### src/rtl/uart_tx_arbiter.sv
// Two-requester arbiter in front of a single UART transmitter.
// Bytes are accepted one per UART frame. A message (a run of bytes ending in
// last==1) keeps the transmitter locked to its owner; between messages the
// priority pointer alternates the requesters. A transmitter that never raises
// tx_busy after a start strobe is abandoned after BUSY_TIMEOUT cycles.
module uart_tx_arbiter #(
    parameter int unsigned BUSY_TIMEOUT = 1023
) (
    input  logic       clk,
    input  logic       rst,

    input  logic       req0_valid,
    input  logic [7:0] req0_data,
    input  logic       req0_last,
    output logic       req0_ready,

    input  logic       req1_valid,
    input  logic [7:0] req1_data,
    input  logic       req1_last,
    output logic       req1_ready,

    output logic       tx_start,
    output logic [7:0] tx_data_in,
    input  logic       tx_busy,

    output logic [1:0] grant,
    output logic       timeout_err
);

    typedef enum logic [1:0] {
        StIdle,
        StIssue,
        StWaitRise,
        StWaitFall
    } state_e;

    // Last counter value before the timeout fires.
    localparam logic [15:0] CntLast = 16'(BUSY_TIMEOUT - 1);

    state_e      state_q, state_d;
    logic        owner_q, owner_d;   // 0 = requester 0, 1 = requester 1
    logic        lock_q, lock_d;     // owner is mid-message
    logic        ptr_q, ptr_d;       // requester favoured when both are valid
    logic [15:0] cnt_q, cnt_d;
    logic        tx_start_q, tx_start_d;
    logic [7:0]  tx_data_q, tx_data_d;
    logic [1:0]  grant_q, grant_d;
    logic        timeout_q, timeout_d;

    logic        winner;
    logic        can_accept;
    logic        accept;
    logic [7:0]  acc_data;
    logic        acc_last;

    // Pick the requester that would be served if a byte were accepted now.
    always_comb begin
        winner = 1'b0;
        if (lock_q) begin
            winner = owner_q;
        end else if (req0_valid && req1_valid) begin
            winner = ptr_q;
        end else if (req1_valid) begin
            winner = 1'b1;
        end
    end

    // Ready is combinational so a byte is taken in the same cycle it is offered.
    always_comb begin
        can_accept = (state_q == StIdle) && !tx_busy && !rst;
        req0_ready = can_accept && !winner && req0_valid;
        req1_ready = can_accept && winner && req1_valid;
        accept     = req0_ready || req1_ready;
        acc_data   = winner ? req1_data : req0_data;
        acc_last   = winner ? req1_last : req0_last;
    end

    // Next-state logic for the FSM and all registered outputs.
    always_comb begin
        state_d    = state_q;
        owner_d    = owner_q;
        lock_d     = lock_q;
        ptr_d      = ptr_q;
        cnt_d      = cnt_q;
        tx_start_d = 1'b0;
        tx_data_d  = tx_data_q;
        timeout_d  = 1'b0;

        unique case (state_q)
            StIdle: begin
                if (accept) begin
                    tx_data_d  = acc_data;
                    owner_d    = winner;
                    tx_start_d = 1'b1;
                    state_d    = StIssue;
                    if (acc_last) begin
                        lock_d = 1'b0;
                        ptr_d  = ~winner;
                    end else begin
                        lock_d = 1'b1;
                    end
                end
            end
            StIssue: begin
                cnt_d   = '0;
                state_d = StWaitRise;
            end
            StWaitRise: begin
                if (tx_busy) begin
                    state_d = StWaitFall;
                end else if (cnt_q == CntLast) begin
                    // Transmitter never responded: drop the message and hand
                    // priority to the other side.
                    timeout_d = 1'b1;
                    lock_d    = 1'b0;
                    ptr_d     = ~owner_q;
                    state_d   = StIdle;
                end else begin
                    cnt_d = cnt_q + 16'd1;
                end
            end
            StWaitFall: begin
                if (!tx_busy) begin
                    state_d = StIdle;
                end
            end
            default: begin
                state_d = StIdle;
            end
        endcase

        // Grant follows the owner while a byte is in flight or a message is open.
        if ((state_d != StIdle) || lock_d) begin
            grant_d = owner_d ? 2'b10 : 2'b01;
        end else begin
            grant_d = 2'b00;
        end
    end

    // State and output registers with synchronous reset.
    always_ff @(posedge clk) begin
        if (rst) begin
            state_q    <= StIdle;
            owner_q    <= 1'b0;
            lock_q     <= 1'b0;
            ptr_q      <= 1'b0;
            cnt_q      <= '0;
            tx_start_q <= 1'b0;
            tx_data_q  <= 8'h00;
            grant_q    <= 2'b00;
            timeout_q  <= 1'b0;
        end else begin
            state_q    <= state_d;
            owner_q    <= owner_d;
            lock_q     <= lock_d;
            ptr_q      <= ptr_d;
            cnt_q      <= cnt_d;
            tx_start_q <= tx_start_d;
            tx_data_q  <= tx_data_d;
            grant_q    <= grant_d;
            timeout_q  <= timeout_d;
        end
    end

    assign tx_start    = tx_start_q;
    assign tx_data_in  = tx_data_q;
    assign grant       = grant_q;
    assign timeout_err = timeout_q;

endmodule

### config.mk
export PLATFORM = sky130hd
export DESIGN_NAME = uart_tx_arbiter
export DESIGN_NICKNAME = d
export VERILOG_FILES = /design/src/rtl/uart_tx_arbiter.sv
export SDC_FILE = /design/constraint.sdc
export NUM_CORES = 1
export LEC_CHECK = 0
export CAP_MARGIN = 10
export CORE_UTILIZATION = 25
export CTS_CLUSTER_DIAMETER = 200
export DETAILED_ROUTE_END_ITERATION = 8
export GPL_TIMING_DRIVEN = 0
export SLEW_MARGIN = 20
export SYNTH_ARGS = -nofsm -noshare
export SYNTH_HDL_FRONTEND = slang
export SYNTH_SLANG_ARGS = --single-unit
### constraint.sdc
create_clock -name clk -period 4.8 [get_ports clk]
set_input_delay 0.48 -clock clk [delete_from_list [all_inputs] [get_ports clk]]
set_output_delay 0.48 -clock clk [all_outputs]
set_load 0.02 [all_outputs]
# Yosys cells after proc, flatten, opt, wreduce, memory -nomap -nowiden
# Index checks and enable logic that the tools add are counted.
word_totals:
  ff_bits: 33
  elab_cells: 74
  input_bits: 23
  output_inout_bits: 14
op_classes:
  eq_ne: 9
  add_sub_neg: 1
  n_bitwise: 5
  n_reduce_logical: 22
  muxes: 28
op_table:
  columns: ["operator", "count"]
  rows:
  - ["$mux W16", 2]
  - ["$pmux W16 S2", 1]
  - ["$add A16 B1 Y16 const B", 1]
  - ["$eq A16 B10 Y1 const B", 1]
  - ["$mux W1", 16]
  - ["$mux W2", 5]
  - ["$ne A2 B2 Y1 const B", 5]
  - ["$mux W8", 1]
  - ["$pmux W2 S4", 1]
  - ["$logic_and A1 B1 Y1", 7]
  - ["$reduce_bool A2 Y1", 3]
  - ["$not A1 Y1", 5]
  - ["$reduce_and A5 Y1", 1]
  - ["$eq A2 B2 Y1 const B", 2]
  - ["$pmux W1 S2", 2]
  - ["$reduce_or A2 Y1", 2]
  - ["$logic_not A1 Y1", 3]
  - ["$reduce_and A3 Y1", 1]
  - ["$reduce_or A3 Y1", 1]
  - ["$eq A2 B1 Y1 const B", 1]
  - ["$logic_not A2 Y1", 1]
  - ["$logic_or A1 B1 Y1", 2]
  - ["$reduce_and A2 Y1", 1]

# Logic depth before layout (Yosys ltp)
# Gate-level depths: netlist of the first run.
depth:
  word_depth: 13
  mapped_depth: 7
  ltp_nobuf: 7

# Least setup slack after synthesis of the first run
# No wires, ideal clock.
synth_timing:
  path_kind: "register -> register"
  start: "register cnt_q[0]"
  end: "register cnt_q[15]"
  arrival_ps: 1741
  setup_slack_ps: 2989
  period_less_slack_ps: 1811
  required_ps: 4730
  setup_time_ps: 70
  path_stages_with_launch: 8
  n_path_buf: 0
  path_cell_list: "dfxtp_1 -> inv_1 -> ha_1 -> nor4b_2 -> nand3_1 -> o21ai_4 -> or4_1 -> a21oi_1"
synth_via:
  elab_chain_len: 4
  elab_cells_between_ends: 7
  classes_between: "add/sub (1); eq/ne (2); mux (3); reduce/logical (1)"
synth_rtl:
  columns: ["item", "line", "rtl"]
  rows:
  - ["start, declared", "44", "logic [15:0] cnt_q, cnt_d;"]
  - ["start signal, assigned", "157", "cnt_q <= cnt_d;"]
  - ["$add A16 B1 Y16", "119", "cnt_d = cnt_q + 16'd1;"]
  - ["$mux W16", "111", "end else if (cnt_q == CntLast) begin"]
  - ["$mux W16", "109", "if (tx_busy) begin"]
  - ["$pmux W16 S2", "89", "unique case (state_q)"]
# Several ways; a longest one is shown, not always the timed one. The select of a mux whose other input is x is not followed.
# A chain may end at the register's enable or synchronous reset.

# Worst setup path in the final report of the first run
layout_timing:
  start: "input port req1_valid"
  end: "output port req1_ready"
layout_via:
  elab_chain_len: 5
  elab_cells_between_ends: 6
  classes_between: "mux (3); reduce/logical (3)"
layout_rtl:
  columns: ["item", "line", "rtl"]
  rows:
  - ["start, declared", "17", "input logic req1_valid,"]
  - ["$mux W1 / $logic_and A1 B1 Y1 (equally long branches)", "63, 61", null]
  - ["$mux W1", "61", "end else if (req0_valid && req1_valid) begin"]
  - ["$mux W1", "59", "if (lock_q) begin"]
  - ["$logic_and A1 B1 Y1", "72", "req1_ready = can_accept && winner && req1_valid;"]
  - ["$logic_and A1 B1 Y1 (*)", "72", null]
  - ["end, declared", "20", "output logic req1_ready,"]
# Every way passes the cells marked *; elsewhere a longest branch is shown, timed or not.

==> summary.md, run 1 <==
| Metric | Value |
|---|---|
| Status | `complete, no violations` |
| Hold Buf Count CTS | `0` |
| Layout net count | `~260` |
| DP HPWL | `a little under 3000 um` |
| Chip Height | `85.65 um` |
| P per Cell Area | `approximately 250 nW/um^2` |
| Fin Setup TNS | `0 ns` |
| Distinct cells, synth | `55` |
| Hold Vio Cnt, Final | `0` |
| Min-delay src | `cnt_q[8]` |
| I/O Buffers | `36` |
| Seq/Total Area, Yosys | `a little under two fifths` |
| Post_cts resized | `0` |
| CP most frequent cell | `clkdlybuf4s50_1` |
| Root Buffer | `clkbuf_8` |
| Ys async rst share | `0%` |
| Gr usage total | `about 11%` |
| H-tree levels | `2` |
| Ys Warns | `0` |
| Average wire per standard cell | `between 10 and 15 um` |
| Overall power | `slightly below 600 uW` |
| CTS tree | `done` |
| Initial antenna violation count | `0` |
| Pin count of the biggest net entering global routing | `11` |
| GRT overflow | `0` |
| Site Rows | `30` |
| Post-route core utilization | `between 30% and 40%` |
| Worst-Skew Late Latency | `about 0.28 ns` |
| Vias in the first global route | `1452` |
| Required time of the critical path | `about 4.3 ns` |
| Area contributors post-synth | `dfxtp_1 38%, mux2i_1 6.3%, nor2_1 5.2%` |
| Worst Max-Slew Pin Slew | `between 0.4 and 0.5 ns` |
| Setup slack, reg-to-reg | `approximately 2.8 ns` |
| RSZ-0062 raised after global routing | `false` |
| Via density | `around 4.7` |
| R2R Path End | `grant[0]` |
| Slowest-stage cell, CP | `clkdlybuf4s50_1` |
| F_max | `0.3473 GHz` |
| Register-to-Register Path Depth | `7` |
| First-pass GRT wire length | `around 6700 um` |
| Area Overhead vs Synth | `31.69%` |
| Initial Utilization | `between 20 and 30%` |
| CTS Buf Count | `5` |
| Multi-input gate area | `approximately 1000 um^2` |
| Post-Syn Area per Cell | `9.304 um^2` |
| Top_reg_cell synth | `dfxtp_1` |
| Top-area cell type share of the netlist area | `between 30% and 40%` |
| Worst slew margin relative to its limit | `between 60 and 70%` |
| Initial DRC count | `30` |
| Synth area leader | `dfxtp_1` |
| FF-to-FF Start | `cnt_q[0]` |
| Clock transition at the registers of the reported paths | `roughly 0.060 ns` |
| Die width | `~86 um` |
| Hold WC Path Type | `flop to flop` |
| Clock Tree Buf Depth | `2` |
| Setup violations, final | `0` |
| Filler cells | `715` |
| Tcrit/Tclk final | `59.98%` |
| Number of flops mapped to enable cells by yosys | `0` |
| Worst hold path stage count | `2` |
| Slew Viols, Final | `0` |
| #FFs+latches synth | `33` |
| Clock Sinks | `33` |
| Post-route ant nets | `0` |
| WL final | `a little under 4000 um` |
| Maxcap violations | `0` |
| Antenna Cells | `0` |
| CP peak stage delay | `between 0.6 and 0.7 ns` |
| Post-CTS setup repair buffer count | `0` |
| Core area | `between 6000 and 7000 um^2` |
| Hold Path Sink | `cnt_q[8]` |
| # IOs | `37` |
| Mapped Nets | `about 210` |
| WS Path Type | `primary input to output pin` |
| DR pass1 iterations | `4` |
| Crit end category | `output pin` |
| Routed vias | `approximately 1500` |
| Share of cells above drive strength 1 | `approximately an eighth` |
| CP max FO | `10` |
| DRC viols | `0` |
| Synth Cell Area | `between 1500 and 2000 um^2` |
| Worst-path cell chain | `clkdlybuf4s50_1 -> a31o_2 -> buf_2 -> and3_1 -> clkdlybuf4s50_1` |
| VDD IR-drop max | `approximately 0.1 mV` |
| Die area | `around 7300 um^2` |
| Startpoint types | `primary input` |
| CP arrival | `roughly 2.4 ns` |
| Final Skew | `0.007387 ns` |
| GP Congestion | `0.7497` |
| Lkg Pwr | `~0.8 nW` |
| Crit path time final | `around 2.9 ns` |
| Synthesized netlist cell count | `~190` |
| FF+latch area | `roughly 660 um^2` |
cells by family after synthesis:
logic type               synth area share, %
AO/OA/AOI/OAI                          20.03
XOR/XNOR                               4.006
adder cells (fa/ha/maj)                1.430
buffers and inverters                  4.149
flip-flops                             37.77
multiplexers                           6.939
AND/OR/NAND/NOR                        25.68
state kept, by name (all words and copies together) (netlist names):
signal       cells
grant            2
cnt_q           16
ptr_q            1
timeout_err      1
lock_q           1
owner_q          1
state_q          2
tx_data_in       8
tx_start         1
worst max-delay path: cells and delay by family:
family / cells / cell delay (ns)
AOI/OAI and AO/OA: 1 / 0.25
buffers and inverters: 3 / 1.45
and+or+nand+nor: 1 / 0.21
placed cells by master (no fill, tap or decap), drive strengths merged, types with 5 or more instances in the layout:
| master | synthesis | layout |
|---|---|---|
| a211oi | 10 | 10 |
| a21oi | 10 | 10 |
| buf | 6 | 6 |
| clkbuf | 4 | 9 |
| clkdlybuf4s50 | 0 | 36 |
| dfxtp | 33 | 33 |
| inv | 5 | 5 |
| mux2i | 11 | 11 |
| nand2 | 6 | 6 |
| nor2 | 24 | 24 |
| o21ai | 5 | 5 |
| o21bai | 5 | 5 |
| xor2 | 7 | 7 |
worst max path at each step:
stage | from | end | slack (ns) | cells past startpoint
after global routing | req1_valid | req1_ready | 1.82 | 5
after floorplan | cnt_q[0] | cnt_q[15] | 2.99 | 7
after CTS | req1_valid | req1_ready | 1.90 | 5
after detailed placement | req1_valid | req1_ready | 1.91 | 5
final | req1_valid | req1_ready | 1.92 | 5
after global placement | req1_valid | req1_ready | 1.92 | 5
power breakdown:
part           total (mW)  internal [mW]  switching (mW)
Combinational       0.102         0.0526          0.0496
Sequential          0.290          0.283         0.00614
Clock               0.193         0.0954          0.0975
cells in the mapped netlist (2+ instances only):
master / instances
ha_1: 2
nand2b_1: 2
nor2_1: 24
inv_1: 5
o2111ai_1: 2
nor3_1: 4
nand4_1: 2
nand4_2: 2
a211oi_1: 10
a31o_2: 2
clkbuf_1: 4
o21bai_1: 5
nand3_1: 2
or4_1: 2
buf_2: 4
nand2_1: 6
o31ai_1: 2
a21oi_1: 9
or3_1: 3
and4_1: 4
o21ai_0: 2
nor4b_1: 2
o21a_1: 2
nor4b_2: 2
o21ai_1: 2
dfxtp_1: 33
mux2i_1: 11
and3_1: 2
o211ai_1: 4
xor2_1: 7
final cells by class:
cell class	instances	share of cell area [%]
clock inverter	1	0.2173
multi-input combinational	140	44.11
timing repair buffer	36	15.64
inverter	5	0.8148
sequential	33	28.68
buffer	10	2.336
clock buffer	5	2.988
tap	96	5.215
per-stage QoR:
stage | cell area, um^2 | hold WS [ns] | setup slack, ns | instances
floorplan | 1749 | 0.4625 | 2.989 | 188
global placement | 2230 | 0.4883 | 1.920 | 320
global route | 2303 | 0.5177 | 1.816 | 326
CTS | 2303 | 0.5033 | 1.899 | 326
detailed placement | 2230 | 0.4925 | 1.909 | 320
finish | 2303 | 0.5017 | 1.921 | 326
routing by layer:
metal | GRT usage [%] | routed length [um]
met1 | 14.39 | 1860
met2 | 18.04 | 1712
met3 | 4.524 | 286
met4 | 3.636 | 34
met5 | 0 | 0
(Power assumes the default switching activity.)
==> inputs of run 2 (changes only) <==
==> constraint.sdc (replaced) <==
create_clock -name clk -period 2.4 [get_ports clk]
set_input_delay 0.24 -clock clk [delete_from_list [all_inputs] [get_ports clk]]
set_output_delay 0.24 -clock clk [all_outputs]
set_load 0.02 [all_outputs]
==> run 2 against run 1 <==
  * Clock power up 100%
  * Design area up 0.33%
  * Count of clock-buffer cells in the layout unchanged
  * Sequential share of layout area shrank 0.093 points
  * Highest routed layer unchanged
  * Routed wire length grew 0.72%
==> summary.md, run 2 (synthesis results as in run 1) <==
| Metric | Value |
|---|---|
| Register-to-Register Path Depth | `7 (unchanged)` |
| I/O Buffers | `36 (unchanged)` |
| Hold Buf Count CTS | `0 (unchanged)` |
| Setup violations, final | `0 (unchanged)` |
| Post-CTS setup repair buffer count | `0 (unchanged)` |
| Average wire per standard cell | `12.03 um (was 11.94 um)` |
| Clock network fraction of total power | `33.1% (was 33.0%)` |
| Chip Height | `85.65 um (unchanged)` |
| Antenna Cells | `0 (unchanged)` |
| Dpl cells | `320 (unchanged)` |
| Fin Setup TNS | `0 ns (unchanged)` |
| Net Sw Power | `308.6 uW (was 153.2 uW)` |
| Layout net count | `256 (unchanged)` |
| VDD IR-drop max | `0.2036 mV (was 0.1018 mV)` |
| Maxcap violations | `0 (unchanged)` |
| Site Rows | `30 (unchanged)` |
| P per Cell Area | `507.1 nW/um^2 (was 253.8 nW/um^2)` |
| Required time of the critical path | `2.55 ns (was 4.32 ns)` |
| First-pass GRT wire length | `6748 um (unchanged)` |
| Lkg Pwr | `0.8396 nW (was 0.8038 nW)` |
| Area Overhead vs Synth | `32.12% (was 31.69%)` |
| Slowest-stage cell, CP | `nor4_2 (was clkdlybuf4s50_1)` |
| Worst hold path stage count | `2 (unchanged)` |
| Worst Max-Slew Pin Slew | `0.4775 ns (was 0.4663 ns)` |
| CP bufs+invs | `1 (was 3)` |
| Cell family with most CP delay | `simple AND/OR/NAND/NOR gates (was buffers and inverters)` |
| Tcrit/Tclk final | `84.51%` |
| R2R Path End | `grant[0] (unchanged)` |
| Filler cells | `715 (unchanged)` |
| Setup slack, reg-to-reg | `0.37 ns (was 2.78 ns)` |
| Clock transition at the registers of the reported paths | `0.07 ns (was 0.06 ns)` |
| CTS Buf Count | `5 (unchanged)` |
| GP Congestion | `0.7497 (unchanged)` |
| Worst-path cell chain | `inv_1 -> ha_1 -> nor4b_2 -> nand3_1 -> nor4_2 -> o21ba_2 -> nor3b_1 (was clkdlybuf4s50_1 -> a31o_2 -> buf_2 -> and3_1 -> clkdlybuf4s50_1)` |
| Initial Utilization | `25.75% (unchanged)` |
| RSZ-0062 raised after global routing | `false (unchanged)` |
| CP max FO | `8 (was 10)` |
| Setup crit start | `cnt_q[0] (was req1_valid)` |
| Pin count of the biggest net entering global routing | `11 (unchanged)` |
| Via density | `4.632 (was 4.690)` |
| Core area | `6794 um^2 (unchanged)` |
| DR pass1 iterations | `4 (unchanged)` |
| Clock Tree Buf Depth | `2 (unchanged)` |
| Startpoint types | `flop (was primary input)` |
| Hold Path Sink | `cnt_q[8] (unchanged)` |
| Initial DRC count | `34 (was 30)` |
| CP arrival | `2.17 ns (was 2.40 ns)` |
| Routed vias | `1510 (was 1529)` |
| Root Buffer | `clkbuf_8 (unchanged)` |
| Slew Viols, Final | `0 (unchanged)` |
| DP HPWL | `2901 um (unchanged)` |
| # IOs | `37 (unchanged)` |
| Vias in the first global route | `1452 (unchanged)` |
| DRC viols | `0 (unchanged)` |
| FF-to-FF Start | `cnt_q[0] (unchanged)` |
| H-tree levels | `2 (unchanged)` |
| Clock Sinks | `33 (unchanged)` |
| Max reg flops | `16 (unchanged)` |
| Crit end category | `flop (was output pin)` |
| F_max | `0.4930 GHz` |
| Die area | `7335 um^2 (unchanged)` |
| Crit path time final | `2.028 ns` |
| Hold WC Path Type | `flop to flop (unchanged)` |
| Gr usage total | `11.47% (unchanged)` |
| Sequential group share of total power | `49.4% (was 49.5%)` |
| Most flop-heavy register | `cnt_q (unchanged)` |
| Worst-Skew Late Latency | `0.28 ns (about the same)` |
| Most frequent cells in the layout | `34 x clkdlybuf4s50_1, 33 x dfxtp_1, 24 x nor2_1 (was 36 x clkdlybuf4s50_1, 33 x dfxtp_1, 24 x nor2_1)` |
| CP peak stage delay | `0.38 ns (was 0.61 ns)` |
| WS Path Type | `flop to flop (was primary input to output pin)` |
| FF+latch area | `660.6 um^2 (unchanged)` |
| Worst slew margin relative to its limit | `68.17% (was 68.91%)` |
| Initial antenna violation count | `0 (unchanged)` |
| Status | `complete, no violations (unchanged)` |
| Comb pwr share | `17.5% (about the same)` |
| WL final | `3922 um (was 3894 um)` |
| Hold Vio Cnt, Final | `0 (unchanged)` |
| Die width | `85.65 um (unchanged)` |
| Int Power | `863.3 uW (was 431.4 uW)` |
| GRT overflow | `0 (unchanged)` |
| Final Skew | `0.009133 ns (was 0.007387 ns)` |
| Min-delay src | `cnt_q[8] (unchanged)` |
| Post-route ant nets | `0 (unchanged)` |
| Share of cells above drive strength 1 | `12.17% (unchanged)` |
| CTS tree | `done (unchanged)` |
| Post-route insts no fill | `326 (unchanged)` |
| Multi-input gate area | `1016 um^2 (unchanged)` |
| Overall power | `1.172 mW (was 584.6 uW)` |
| Post-route core utilization | `34.01% (was 33.90%)` |
| Switch share | `26.33% (was 26.21%)` |
| Leading cell type in the layout, fill and taps excluded | `clkdlybuf4s50_1 (unchanged)` |
run 2: cell types whose count changed in the layout (fill, tap and decap cells not counted):
cell             before  now
clkdlybuf4s50_1      36   34
buf_2                 4    3
dlymetal6s2s_1        0    2
buf_4                 1    2
run 2: repair_timing:
action	in CTS	in global routing
endpoints found under the hold margin	0	0
endpoints found under the setup margin	1	2
gates resized for setup	1	2
run 2: metal layers:
| metal | GRT usage, % | up-vias | share of wire, % |
|---|---|---|---|
| met2 | 18.04 | 38 | 43 |
| met3 | 4.524 | 7 | 6.9 |
| met1 | 14.39 | 685 | 49 |
| met4 | 3.636 | 0 | 1.2 |
| li1 | - | 780 | - |
| met5 | 0 | - | 0 |
run 2: worst max path at each step:
stage               slack, ns          to  depth (start not counted)
finish                   0.37    grant[0]                          7
global route             0.20       ptr_q                          7
CTS                      0.05  req0_ready                          6
detailed placement      -0.01  req1_ready                          5
global placement      0.00003  req1_ready                          5
floorplan                0.59   cnt_q[15]                          7
run 2: area by class of cell:
cell class                      count  area share, %
Timing Repair Buffer               36          15.81
Sequential cell                    33          28.59
Multi-Input combinational cell    140          43.96
Clock buffer                        5          2.978
Tap cell                           96          5.198
Inverter                            5         0.8121
Clock inverter                      1         0.2166
Buffer                             10          2.436
run 2: tightest hold or removal path, stage by stage (launching register included):
cell and delay (ns):
dfxtp_1 0.33, nand2_1 0.06, mux2i_1 0.06
run 2: power by group through the flow:
stage	clock network [mW]	logic, mW	registers, mW
global placement	0	0.206	0.591
detailed placement	0	0.207	0.591
CTS	0.405	0.209	0.579
finish	0.387	0.205	0.579
floorplan	0	0.0999	0.606
global route	0.426	0.224	0.581
run 2: per-stage QoR:
stage / area, um^2 / worst slack, ns / hold slack (ns)
after global routing: 2311 / 0.1953 / 0.5177
after global placement: 2230 / 0.00003131 / 0.4883
after detailed placement: 2230 / -0.01082 / 0.4925
after floorplan: 1749 / 0.5890 / 0.4337
after CTS: 2306 / 0.05255 / 0.5033
final: 2311 / 0.3717 / 0.5000
